File: config.mk
export PLATFORM = sky130hd
export DESIGN_NAME = reg_list_sequencer
export DESIGN_NICKNAME = d
export VERILOG_FILES = /design/src/rtl/reg_list_sequencer_pkg.sv /design/src/rtl/reg_list_sequencer_lowest_set_bit_enc.sv /design/src/rtl/reg_list_sequencer.sv
export SDC_FILE = /design/constraint.sdc
export NUM_CORES = 1
export LEC_CHECK = 0
export BUFFER_PORTS_ARGS = -buffer_cell sky130_fd_sc_hd__buf_4
export CAP_MARGIN = 20
export CELL_PAD_IN_SITES_DETAIL_PLACEMENT = 1
export CELL_PAD_IN_SITES_GLOBAL_PLACEMENT = 2
export CORE_ASPECT_RATIO = 0.5
export CORE_UTILIZATION = 30
export CTS_CLUSTER_SIZE = 8
export DETAILED_ROUTE_END_ITERATION = 10
export PLACE_DENSITY = 0.85
export SKIP_LAST_GASP = 1
export SYNTH_ARGS = -nofsm -noshare
export SYNTH_HDL_FRONTEND = slang
export SYNTH_SLANG_ARGS = --single-unit
File: constraint.sdc
create_clock -name clk_i -period 9.1 [get_ports clk_i]
set_clock_uncertainty 0.15 [all_clocks]
set_input_delay 2.275 -clock clk_i [delete_from_list [all_inputs] [get_ports clk_i]]
set_output_delay 2.275 -clock clk_i [all_outputs]
set_load 0.02 [all_outputs]
File: src/rtl/reg_list_sequencer_pkg.sv
// Shared definitions for the register-list transfer sequencer.
//   WORD        : data / address width of the datapath
//   ADDR_WIDTH  : register file index width
//   seq_state_t : sequencer FSM states
package reg_list_sequencer_pkg;

  localparam int unsigned WORD       = 32;
  localparam int unsigned ADDR_WIDTH = 4;

  typedef enum logic [1:0] {
    SEQ_IDLE,
    SEQ_ISSUE,
    SEQ_DRAIN,
    SEQ_DONE
  } seq_state_t;

endpackage

File: src/rtl/reg_list_sequencer_lowest_set_bit_enc.sv
// Combinational priority encoder: index of the lowest set bit of vec_i.
//   vec_i   : input bit vector
//   valid_o : 1 when any bit of vec_i is set
//   idx_o   : index of the lowest set bit (0 when vec_i is zero)
module lowest_set_bit_enc #(
  parameter int unsigned WIDTH = 16,
  parameter int unsigned IDX_W = 4
) (
  input  logic [WIDTH-1:0] vec_i,
  output logic             valid_o,
  output logic [IDX_W-1:0] idx_o
);

  always_comb begin
    valid_o = |vec_i;
    idx_o   = '0;
    // Scan high-to-low so the lowest set bit is the last one to win.
    for (int unsigned i = 0; i < WIDTH; i++) begin
      if (vec_i[WIDTH-1-i]) begin
        idx_o = IDX_W'(WIDTH-1-i);
      end
    end
  end

endmodule

File: src/rtl/reg_list_sequencer.sv
// Multi-register transfer controller for PUSH/POP/LDM/STM.
// Walks the register list lowest-to-highest, one register per cycle, issuing
// register-file reads (store) or memory reads (load), then completing each
// transfer one cycle later in a second stage.
//   clk_i, rst_i        : clock, synchronous active-high reset
//   start_i             : launch a transfer (sampled only in IDLE)
//   is_load_i           : 1 = memory -> registers, 0 = registers -> memory
//   dec_before_i        : 1 = decrement-before, 0 = increment-after
//   reg_list_i          : bit n set = transfer register n
//   base_addr_i         : base address
//   reg_rd_addr_o/reg_rd_data_i             : register file read port
//   reg_wr_en_o/reg_wr_addr_o/reg_wr_data_o : register file write port
//   mem_addr_o/mem_rd_en_o/mem_rd_data_i    : data memory read port
//   mem_wr_en_o/mem_wr_data_o               : data memory write port
//   busy_o      : high in any non-IDLE state
//   done_o      : one-cycle pulse at the end of a transfer
//   base_wb_o   : updated base address, valid while done_o is high
module reg_list_sequencer
  import reg_list_sequencer_pkg::*;
#(
  parameter int unsigned REG_NUM   = 16,
  parameter int unsigned ADDR_STEP = 4
) (
  input  logic                  clk_i,
  input  logic                  rst_i,
  input  logic                  start_i,
  input  logic                  is_load_i,
  input  logic                  dec_before_i,
  input  logic [REG_NUM-1:0]    reg_list_i,
  input  logic [WORD-1:0]       base_addr_i,
  output logic [ADDR_WIDTH-1:0] reg_rd_addr_o,
  input  logic [WORD-1:0]       reg_rd_data_i,
  output logic                  reg_wr_en_o,
  output logic [ADDR_WIDTH-1:0] reg_wr_addr_o,
  output logic [WORD-1:0]       reg_wr_data_o,
  output logic [WORD-1:0]       mem_addr_o,
  output logic                  mem_rd_en_o,
  input  logic [WORD-1:0]       mem_rd_data_i,
  output logic                  mem_wr_en_o,
  output logic [WORD-1:0]       mem_wr_data_o,
  output logic                  busy_o,
  output logic                  done_o,
  output logic [WORD-1:0]       base_wb_o
);

  seq_state_t            state_q,    state_d;
  logic [REG_NUM-1:0]    list_q,     list_d;
  logic                  is_load_q,  is_load_d;
  logic [WORD-1:0]       cur_addr_q, cur_addr_d;
  logic [WORD-1:0]       base_wb_q,  base_wb_d;
  logic                  s2_valid_q, s2_valid_d;
  logic [ADDR_WIDTH-1:0] s2_idx_q,   s2_idx_d;
  logic [WORD-1:0]       s2_addr_q,  s2_addr_d;

  logic [WORD-1:0]       pop_cnt;
  logic [WORD-1:0]       span;
  logic                  k_valid;
  logic [ADDR_WIDTH-1:0] k_idx;
  logic [REG_NUM-1:0]    k_mask;
  logic [REG_NUM-1:0]    list_clr;

  lowest_set_bit_enc #(
    .WIDTH (REG_NUM),
    .IDX_W (ADDR_WIDTH)
  ) u_lsb (
    .vec_i   (list_q),
    .valid_o (k_valid),
    .idx_o   (k_idx)
  );

  // Number of registers in the incoming list and the byte span it covers.
  always_comb begin
    pop_cnt = '0;
    for (int unsigned i = 0; i < REG_NUM; i++) begin
      pop_cnt = pop_cnt + WORD'(reg_list_i[i]);
    end
    span = WORD'(ADDR_STEP) * pop_cnt;
  end

  always_comb begin
    k_mask        = '0;
    k_mask[k_idx] = 1'b1;
    list_clr      = list_q & ~k_mask;
  end

  always_comb begin
    state_d    = state_q;
    list_d     = list_q;
    is_load_d  = is_load_q;
    cur_addr_d = cur_addr_q;
    base_wb_d  = base_wb_q;
    s2_valid_d = 1'b0;
    s2_idx_d   = s2_idx_q;
    s2_addr_d  = s2_addr_q;

    reg_rd_addr_o = '0;
    reg_wr_en_o   = 1'b0;
    reg_wr_addr_o = '0;
    reg_wr_data_o = '0;
    mem_addr_o    = '0;
    mem_rd_en_o   = 1'b0;
    mem_wr_en_o   = 1'b0;
    mem_wr_data_o = '0;
    done_o        = 1'b0;
    base_wb_o     = '0;
    busy_o        = (state_q != SEQ_IDLE);

    // Stage 2 completes the transfer issued in the previous cycle. It can
    // overlap an issue: for loads the issue owns mem_addr_o (read) while
    // stage 2 writes the register file; for stores stage 2 owns mem_addr_o
    // (write) while the issue only drives the register read address.
    if (s2_valid_q) begin
      if (is_load_q) begin
        reg_wr_en_o   = 1'b1;
        reg_wr_addr_o = s2_idx_q;
        reg_wr_data_o = mem_rd_data_i;
      end else begin
        mem_wr_en_o   = 1'b1;
        mem_addr_o    = s2_addr_q;
        mem_wr_data_o = reg_rd_data_i;
      end
    end

    unique case (state_q)
      SEQ_IDLE: begin
        if (start_i) begin
          list_d     = reg_list_i;
          is_load_d  = is_load_i;
          cur_addr_d = dec_before_i ? (base_addr_i - span) : base_addr_i;
          base_wb_d  = dec_before_i ? (base_addr_i - span)
                                    : (base_addr_i + span);
          state_d    = (|reg_list_i) ? SEQ_ISSUE : SEQ_DONE;
        end
      end

      SEQ_ISSUE: begin
        if (is_load_q) begin
          mem_rd_en_o = 1'b1;
          mem_addr_o  = cur_addr_q;
        end else begin
          reg_rd_addr_o = k_idx;
        end
        list_d     = list_clr;
        cur_addr_d = cur_addr_q + WORD'(ADDR_STEP);
        s2_valid_d = k_valid;
        s2_idx_d   = k_idx;
        s2_addr_d  = cur_addr_q;
        if (list_clr == '0) begin
          state_d = SEQ_DRAIN;
        end
      end

      SEQ_DRAIN: begin
        state_d = SEQ_DONE;
      end

      SEQ_DONE: begin
        done_o    = 1'b1;
        base_wb_o = base_wb_q;
        state_d   = SEQ_IDLE;
      end

      default: begin
        state_d = SEQ_IDLE;
      end
    endcase
  end

  always_ff @(posedge clk_i) begin
    if (rst_i) begin
      state_q    <= SEQ_IDLE;
      list_q     <= '0;
      is_load_q  <= 1'b0;
      cur_addr_q <= '0;
      base_wb_q  <= '0;
      s2_valid_q <= 1'b0;
      s2_idx_q   <= '0;
      s2_addr_q  <= '0;
    end else begin
      state_q    <= state_d;
      list_q     <= list_d;
      is_load_q  <= is_load_d;
      cur_addr_q <= cur_addr_d;
      base_wb_q  <= base_wb_d;
      s2_valid_q <= s2_valid_d;
      s2_idx_q   <= s2_idx_d;
      s2_addr_q  <= s2_addr_d;
    end
  end

endmodule

## Word level (Yosys, flattened, before mapping)

Cells that the tools add are included.

| storage, ports and cells | value |
|---|---|
| flip-flop bits (word level) | 120 |
| input bits | 117 |
| output and inout bits | 141 |
| logic and storage cells | 94 |

| operators by class | value |
|---|---|
| equality and inequality tests | 5 |
| bitwise logic cells | 3 |
| mux-type cells | 47 |
| $lt $le $gt $ge | 2 |
| reductions and logical operators | 11 |
| add/sub/neg operators | 18 |

Operators by type and width:

| cell | number |
|---|---|
| 32-bit 2-to-1 mux | 12 |
| 4-bit 2-to-1 mux | 20 |
| 32-bit one-hot mux with 2 select lines | 1 |
| 32-bit by 18-bit adder with 32-bit output | 1 |
| 32-bit by 3-bit adder with 32-bit output (second input constant) | 1 |
| 16-bit one-hot mux with 2 select lines | 1 |
| 16-bit OR reduction | 2 |
| 32-bit by 18-bit subtractor with 32-bit output | 1 |
| 15-bit by 1-bit adder with 16-bit output | 1 |
| 16-bit bitwise AND | 1 |
| 16-bit zero test | 1 |
| 16-bit 2-to-1 mux | 1 |
| 16-bit NOT | 1 |
| 14-bit by 1-bit adder with 15-bit output | 1 |
| 13-bit by 1-bit adder with 14-bit output | 1 |
| 12-bit by 1-bit adder with 13-bit output | 1 |
| 11-bit by 1-bit adder with 12-bit output | 1 |
| 10-bit by 1-bit adder with 11-bit output | 1 |
| 9-bit by 1-bit adder with 10-bit output | 1 |
| 8-bit by 1-bit adder with 9-bit output | 1 |
| 7-bit by 1-bit adder with 8-bit output | 1 |
| 2-bit one-hot mux with 4 select lines | 1 |
| 6-bit by 1-bit adder with 7-bit output | 1 |
| 1-bit 2-to-1 mux | 7 |
| other kinds (18) | 25 |

## Depth between registers and ports, before layout

Gate-level depths: netlist of the first run.

| logic depth | value |
|---|---|
| word-level depth | 25 |
| mapped depth | 21 |

## Modules after synthesis

From an unflattened synthesis of the first run, not the netlist that was laid out.

| second synthesis, totals | value |
|---|---|
| cells, all modules | 1189 |
| area total of the unflattened synthesis | 9082.5 µm² |

By module, submodules not included:

| module | seq. area each (µm²) | cells each | times used | area each (µm²) |
|---|---|---|---|---|
| reg_list_sequencer | 2402.3 | 1155 | 1 | 8906.0 |
| lowest_set_bit_enc | 0.0 | 34 | 1 | 176.4 |

## Worst setup path before layout of the first run

OpenSTA, ideal clock, no wires.

| timing path | value |
|---|---|
| kind | input port to flip-flop |
| start point | input reg_list_i[0] |
| end point | register base_wb_q[15] |
| cell stages on the path | 18 |
| required time | 8889 ps |
| slack | 1726 ps |
| path buffers | 1 |
| setup time | 61 ps |
| arrival time | 7163 ps |
| cell sequence | inv_1 fa_1 fa_1 fa_1 fa_1 inv_1 ha_1 fa_1 xor2_1 ha_1 inv_1 a21oi_1 o21a_1 buf_2 o21ai_0 or3_2 a2111oi_0 a311o_1 |

| on the way | value |
|---|---|
| cells in the longest elaborated chain, start to end | 17 |
| elaborated cells on any way between the ends | 18 |

RTL lines:

| item | RTL line | RTL |
|---|---|---|
| from (decl) | reg_list_sequencer.sv:29 | `input logic [REG_NUM-1:0] reg_list_i,` |
| 1-bit by 1-bit adder with 2-bit output * | reg_list_sequencer.sv:75 | `pop_cnt = pop_cnt + WORD'(reg_list_i[i]);` |
| 2-bit by 1-bit adder with 3-bit output * | reg_list_sequencer.sv:75 |  |
| 3-bit by 1-bit adder with 4-bit output * | reg_list_sequencer.sv:75 |  |
| 4-bit by 1-bit adder with 5-bit output * | reg_list_sequencer.sv:75 |  |
| 5-bit by 1-bit adder with 6-bit output * | reg_list_sequencer.sv:75 |  |
| 6-bit by 1-bit adder with 7-bit output * | reg_list_sequencer.sv:75 |  |
| 7-bit by 1-bit adder with 8-bit output * | reg_list_sequencer.sv:75 |  |
| 8-bit by 1-bit adder with 9-bit output * | reg_list_sequencer.sv:75 |  |
| 9-bit by 1-bit adder with 10-bit output * | reg_list_sequencer.sv:75 |  |
| 10-bit by 1-bit adder with 11-bit output * | reg_list_sequencer.sv:75 |  |
| 11-bit by 1-bit adder with 12-bit output * | reg_list_sequencer.sv:75 |  |
| 12-bit by 1-bit adder with 13-bit output * | reg_list_sequencer.sv:75 |  |
| 13-bit by 1-bit adder with 14-bit output * | reg_list_sequencer.sv:75 |  |
| 14-bit by 1-bit adder with 15-bit output * | reg_list_sequencer.sv:75 |  |
| 15-bit by 1-bit adder with 16-bit output * | reg_list_sequencer.sv:75 |  |
| 32-bit by 18-bit adder with 32-bit output / 32-bit by 18-bit subtractor with 32-bit output (equally long branches) | reg_list_sequencer.sv:131, reg_list_sequencer.sv:130 |  |
| 32-bit 2-to-1 mux * | reg_list_sequencer.sv:130 | `base_wb_d = dec_before_i ? (base_addr_i - span)` |
| to (signal assigned) | reg_list_sequencer.sv:184 | `base_wb_q <= base_wb_d;` |
| to (decl) | reg_list_sequencer.sv:50 | `logic [WORD-1:0] base_wb_q, base_wb_d;` |

Every way passes the cells marked *; elsewhere a longest branch is shown, timed or not.
A chain may end at the register's enable or synchronous reset.

## Final worst setup path of the first run

Ends and elaborated chain as after synthesis.

==> results of run 1 <==
cell usage after synthesis (10+ instances only):
master,n
nand2_1,76
dfxtp_1,120
and2_1,69
a21oi_1,55
and3_1,46
ha_1,23
a21o_1,10
nand3b_1,15
a22oi_1,21
nand4_1,10
fa_1,12
nor3_1,24
mux2i_1,40
o21ai_0,46
nor3b_1,13
inv_1,47
or4_1,14
nand3_1,27
a22o_1,32
xnor2_1,18
nor2_1,98
clkbuf_1,86
a31oi_1,11
nor4b_1,10
xor2_1,18
nor4_1,15
final cells by class:
cell class / count / share of cell area
inverters: 47 / 0.0151
clock buffers: 22 / 0.0398
flip-flops and latches: 120 / 0.206
well taps: 391 / 0.0419
clock inverters: 9 / 0.0127
multi-input cells: 861 / 0.507
repair buffers: 273 / 0.177
routing by layer:
layer  global-route usage  wire, um
met3               0.0476      2050
met1                0.312     16800
met2                0.379     16600
met5                    0        12
met4               0.0652       628
stage by stage:
| stage | total power, mW | utilization | instance area (sq um) | setup WS, ns | hold WS, ns |
|---|---|---|---|---|---|
| 2_1_floorplan | 1.79 | - | 8870 | 1.73 | 0.277 |
| 3_3_place_gp | 2.26 | 0.380 | 11000 | 1.10 | 0.288 |
| 6_report | 3.05 | 0.402 | 11700 | 1.35 | 0.301 |
| 3_5_place_dp | 2.31 | 0.380 | 11000 | 0.972 | 0.299 |
| 4_1_cts | 3.05 | 0.401 | 11600 | 1.40 | 0.308 |
| 5_1_grt | 3.25 | 0.402 | 11700 | 0.959 | 0.330 |
kinds of logic (layout without fill, tap and decap cells):
kind of cell,count (synthesis),after routing
compound gates,274,274
xor+xnor,36,36
fa+ha+maj,36,36
buf+inv,150,351
flops,120,120
mux,48,48
simple gates,467,467
power groups by stage:
| stage | clock network (mW) | registers [mW] | logic (mW) |
|---|---|---|---|
| after global routing | 0.765 | 0.830 | 1.66 |
| after floorplan | 0 | 0.726 | 1.07 |
| after global placement | 0 | 0.811 | 1.45 |
| after detailed placement | 0 | 0.818 | 1.49 |
| after CTS | 0.741 | 0.808 | 1.51 |
| final | 0.729 | 0.811 | 1.51 |
worst paths after layout:
kind / endpoint / slack, ns
min: base_wb_q[4] / 0.30
max: base_wb_q[15] / 1.35
min reg2reg: base_wb_q[4] / 0.30
max reg2reg: cur_addr_q[25] / 5.78
registers in the layout, indices dropped and copies added, names as in the netlist:
| register | count |
|---|---|
| base_wb_q | 32 |
| cur_addr_q | 32 |
| is_load_q | 1 |
| list_q | 16 |
| s2_addr_q | 32 |
| s2_idx_q | 4 |
| s2_valid_q | 1 |
| state_q | 2 |
worst min-delay path: stages (launching register included):
cell and delay (ns):
dfxtp_1 0.31, nand2_1 0.05, a21oi_1 0.05
==> results.json, run 1 <==
{
  "power.share.combinational": 0.495,
  "area_of_the_multi_input_gates_sq_um": 5920,
  "sort_of_element_at_the_end_of_the_critical_path": "flip-flop",
  "drv.max_cap_violation_count": 0,
  "cts.repair_timing.setup_buffer_count": 0,
  "cts_tree": "built",
  "cell_area_synth_sq_um": 8870,
  "ys_warn_count": 0,
  "critical_path.most_common_cell": "fa_1",
  "num_antenna_cells": 0,
  "firstDrtPassIters": 5,
  "ir_drop_mv": 0.156,
  "die-height_um": 124,
  "clk_root_buffer_cell": "clkbuf_16",
  "global_route_wire_length_before_repair_mm": 54.4,
  "cp_slowest_cell": "fa_1",
  "timing.final.setup_violations": 0,
  "synth_top_family_by_area": "simple AND/OR/NAND/NOR gates",
  "gr-usage-all-layers": 0.233,
  "achievable-frequency_mhz": 129,
  "dieWidth_um": 245,
  "final_hold_violation_count": 0,
  "ys_types": 74,
  "status": "finished, final reports clean",
  "min_period_ns": 7.75,
  "io_pins": 258,
  "synth_simple_gate_area_share": 0.294,
  "power.internal_mw": 1.69,
  "sequential_power_share": 0.266,
  "post_synth_mux_area_share": 0.0553,
  "leakage_power_nw": 5.11,
  "cts-htree-levels": 4,
  "grt.overflow.total": 0,
  "maximum_number_of_pins_on_one_net_before_global_route_repair": 106,
  "worstHoldPathCells": 2,
  "grt_setup_unrepaired": "false",
  "compound_cell_area_share_of_the_yosys_netlist": 0.219,
  "coreArea_sq_um": 29000,
  "synth_enable_flop_cells": 0,
  "avgViaCountPerCell": 5.53,
  "timing.critical_path.cells": "buf_4 > inv_1 > fa_1 > fa_1 > fa_1 > fa_1 > inv_1 > ha_1 > fa_1 > xor2_1 > ha_1 > inv_1 > a21oi_1 > o21a_1 > buf_4 > o21ai_0 > or3_2 > a2111oi_0 > a311o_1",
  "yosys.area.top_type_share": 0.271,
  "num_vias": 9535,
  "remaining_drc_errors": 0,
  "final_max_slew_viol_count": 0,
  "max_slew_margin": 0.349,
  "post_synth.cell_area_avg_sq_um": 7.84,
  "clk_path_buf_depth": 2,
  "netlist.top_cell.by_area": "dfxtp_1",
  "dp.cells": 1690,
  "synth_fa_ha_area_frac": 0.0606,
  "layout-area-overhead-vs-synth_pct": 31.6,
  "gp_congestion": 0.890,
  "r2r_start": "state_q[1]",
  "arrival_ns": 7.98,
  "holdCritPathClass": "reg -> reg",
  "worst_pin_slew_ns": 0.975,
  "worstPathRequired_ns": 9.33,
  "drt_wl_total_mm": 36.1,
  "yosys.area_share.xor_xnor": 0.0355,
  "routed_wire_length_per_instance_um": 21.0,
  "rows": 44,
  "fillerInstances": 3440,
  "first_iter_violations": 644,
  "seqCellArea_sq_um": 2400,
  "holdCritStartpoint": "base_wb_q[4]",
  "seq_area_frac_synth": 0.271,
  "cp-start-kind": "input port",
  "layout-drive-gt1-share": 0.249,
  "layout.cells.most_common_list": "272 x buf_4, 120 x dfxtp_1, 97 x nor2_1",
  "synth_register_bits": 120,
  "synth_fp_nets": 1283,
  "pwr_density_cell_nw_per_um2": 261,
  "synthCells": 1131,
  "clock_share_of_power": 0.239,
  "leading_post_synthesis_cells_by_cell_area": "dfxtp_1 27%, and2_1 4.9%, mux2i_1 4.5%, nor2_1 4.1%, clkbuf_1 3.6%",
  "drtAntennaViolNets": 0,
  "post-route-period-util": 0.852,
  "initial_core_util": 0.306,
  "cp_max_fo": 10,
  "layout.cells.non_filler": 1723,
  "post_cts_hold_buffer_count": 0,
  "port_buffers": 257,
  "cts_sinks": 120,
  "grt_pass1_vias": 9318,
  "worst_path_largest_cell_delay_ns": 0.57,
  "detailed_place_hpwl_mm": 27.0,
  "startpoint_to_endpoint_class_of_the_critical_path": "in -> reg",
  "antenna_violations_before_repair": 1,
  "cts-buffers-inserted": 17,
  "most_common_library_cell_in_the_layout_ignoring_fill_and_taps": "buf_4",
  "switching_component_of_the_power_mw": 1.36,
  "clock_latency_ns": 0.44,
  "worst-r2r-cell-count": 8,
  "setup.worst_path.start": "reg_list_i[0]",
  "prevailing_post_synth_register_cell": "dfxtp_1",
  "clkTransAtPathRegs_ns": 0.06,
  "worstSetupPathDepth": 19,
  "post_cts_resize_count": 0,
  "tns_ns": 0,
  "async_reset_ff_frac": 0,
  "sw_frac_of_total": 0.445,
  "worst_path_dominant_cell_family": "adder cells",
  "design.die.area_sq_um": 30300,
  "buf_inv_stages_crit_path": 5,
  "nets": 1472
}
Power figures use the tool's default switching activity.
==> run 2: changes to the inputs <==
--- a/config.mk
+++ b/config.mk
@@ -10,10 +10,10 @@
 export CELL_PAD_IN_SITES_DETAIL_PLACEMENT = 1
 export CELL_PAD_IN_SITES_GLOBAL_PLACEMENT = 2
 export CORE_ASPECT_RATIO = 0.5
-export CORE_UTILIZATION = 30
+export CORE_UTILIZATION = 29
 export CTS_CLUSTER_SIZE = 8
 export DETAILED_ROUTE_END_ITERATION = 10
-export PLACE_DENSITY = 0.85
+export PLACE_DENSITY = 0.83
 export SKIP_LAST_GASP = 1
 export SYNTH_ARGS = -nofsm -noshare
 export SYNTH_HDL_FRONTEND = slang
==> constraint.sdc (replaced) <==
create_clock -name clk_i -period 9.1 [get_ports clk_i]
set_clock_uncertainty 0.15 [all_clocks]
set_input_delay 0.91 -clock clk_i [delete_from_list [all_inputs] [get_ports clk_i]]
set_output_delay 0.91 -clock clk_i [all_outputs]
set_load 0.02 [all_outputs]
==> results.json, run 2 (synthesized netlist as in run 1, its figures left out) <==
{
  "sort_of_element_at_the_end_of_the_critical_path": "flip-flop",
  "first_iter_violations": 690,
  "dieWidth_um": 249,
  "arrival_ns": 6.68,
  "grt_setup_unrepaired": "false",
  "layout-drive-gt1-share": 0.251,
  "cp-start-kind": "input port",
  "cts.repair_timing.setup_buffer_count": 0,
  "gr-usage-all-layers": 0.227,
  "preCtsSetupSlack_ns": 2.32,
  "layout-area-overhead-vs-synth_pct": 31.6,
  "clk_root_buffer_cell": "clkbuf_16",
  "detailed_place_hpwl_mm": 26.5,
  "drv.max_cap_violation_count": 0,
  "startpoint_to_endpoint_class_of_the_critical_path": "in -> reg",
  "timing.final.setup_violations": 0,
  "r2r_start": "state_q[1]",
  "setup.worst_path.start": "reg_list_i[0]",
  "drtAntennaViolNets": 0,
  "tns_ns": 0,
  "setup.worst_path.end": "base_wb_q[15]",
  "coreArea_sq_um": 29500,
  "max_slew_margin": 0.333,
  "regToRegEndpoint": "cur_addr_q[21]",
  "port_buffers": 257,
  "status": "finished, final reports clean",
  "nets": 1470,
  "layout.cells.most_common_list": "269 x buf_4, 120 x dfxtp_1, 97 x nor2_1",
  "drt_wl_total_mm": 35.9,
  "most_common_library_cell_in_the_layout_ignoring_fill_and_taps": "buf_4",
  "cts_sinks": 120,
  "die-height_um": 126,
  "firstDrtPassIters": 6,
  "holdCritPathClass": "reg -> reg",
  "critical_path.most_common_cell": "fa_1",
  "ir_drop_mv": 0.183,
  "maximum_number_of_pins_on_one_net_before_global_route_repair": 105,
  "io_pins": 258,
  "final_max_slew_viol_count": 0,
  "grt.overflow.total": 0,
  "regToRegSetupSlack_ns": 5.60,
  "clk_path_buf_depth": 2,
  "remaining_drc_errors": 0,
  "cts_tree": "built",
  "timing.critical_path.cells": "buf_4 > inv_1 > fa_1 > fa_1 > fa_1 > fa_1 > inv_1 > ha_1 > fa_1 > xor2_1 > ha_1 > inv_1 > a21oi_1 > o21a_1 > o21ai_0 > or3_2 > a2111oi_0 > a311o_1",
  "cts-htree-levels": 4,
  "grt_pass1_vias": 9402,
  "worstPathRequired_ns": 9.34,
  "min_period_ns": 6.44,
  "worst_pin_slew_ns": 0.999,
  "cp_max_fo": 10,
  "initial_core_util": 0.301,
  "global_route_wire_length_before_repair_mm": 55.6,
  "gp_congestion": 0.852,
  "pwr_density_cell_nw_per_um2": 263,
  "largestRegisters": "base_wb_q: 32 flops, cur_addr_q: 32 flops, s2_addr_q: 32 flops",
  "final_hold_violation_count": 0,
  "worst-r2r-cell-count": 9,
  "antenna_violations_before_repair": 0,
  "leakage_power_nw": 5.10,
  "avgViaCountPerCell": 5.48,
  "worst_path_largest_cell_delay_ns": 0.56,
  "design.die.area_sq_um": 31300,
  "achievable-frequency_mhz": 155,
  "setup_slack_ns": 2.66,
  "post_cts_hold_buffer_count": 0,
  "clock_latency_ns": 0.45,
  "post-route-period-util": 0.708,
  "num_antenna_cells": 0,
  "cts-buffers-inserted": 17,
  "cp_slowest_cell": "fa_1",
  "routed_wire_length_per_instance_um": 20.9,
  "num_vias": 9434,
  "clkTransAtPathRegs_ns": 0.06,
  "rows": 44,
  "post_cts_resize_count": 0
}
==> run 2: changes by cell type in the layout (fill, tap and decap cells not counted) <==
cell,change
clkinv_4,+4
buf_4,-3
clkbuf_1,-3
clkinv_2,-3
clkinvlp_4,+2
inv_6,+2
buf_6,+1
bufinv_16,-1
==> run 2: worst min path at each step <==
stage / startpoint / to / slack [ns] / depth (start not counted)
after global routing: base_wb_q[6] / base_wb_q[6] / 0.32 / 2
after floorplan: base_wb_q[4] / base_wb_q[4] / 0.28 / 2
after CTS: s2_idx_q[2] / s2_idx_q[2] / 0.31 / 2
final: base_wb_q[13] / base_wb_q[13] / 0.31 / 2
after detailed placement: base_wb_q[6] / base_wb_q[6] / 0.30 / 2
after global placement: base_wb_q[13] / base_wb_q[13] / 0.29 / 2
==> run 2: routing by layer <==
layer	vias to the layer above	GRT usage	part of all wire
met5	-	0	0
met4	0	0.0639	0.016
met3	35	0.0356	0.037
met2	237	0.362	0.45
met1	4686	0.317	0.49
li1	4476	-	-
==> run 2: final cells by class <==
type                       instances  area, sq um
fill                            3572        17800
timing repair buffer             271         2060
sequential                       120         2400
tap                              391          489
clock buffer                      19          453
multi-input combinational        861         5920
clock inverter                    13          170
inverter                          47          176
==> run 2: through the flow <==
stage               total power [mW]  instance area [sq um]  cells  hold WS (ns)  utilization
floorplan                       1.79                   8870   1131         0.277            -
global placement                2.27                  11000   1688         0.286        0.373
detailed placement              2.33                  11000   1689         0.300        0.373
CTS                             3.08                  11600   1721         0.314        0.395
global route                    3.27                  11700   1722         0.319        0.396
finish                          3.07                  11700   1722         0.310        0.396
==> run 2: critical path, delay by kind of cell <==
kind            cells  cell delay (ns)
fa+ha+maj           7             3.09
buf+inv             4             0.30
compound gates      5             1.63
simple gates        1             0.55
xor+xnor            1             0.20
==> run 2: where the power goes <==
part	switching [mW]	leakage [nW]	total (mW)	internal (mW)
Combinational	0.955	3.83	1.53	0.570
Sequential	0.163	0.980	0.808	0.645
Clock	0.290	0.296	0.738	0.448
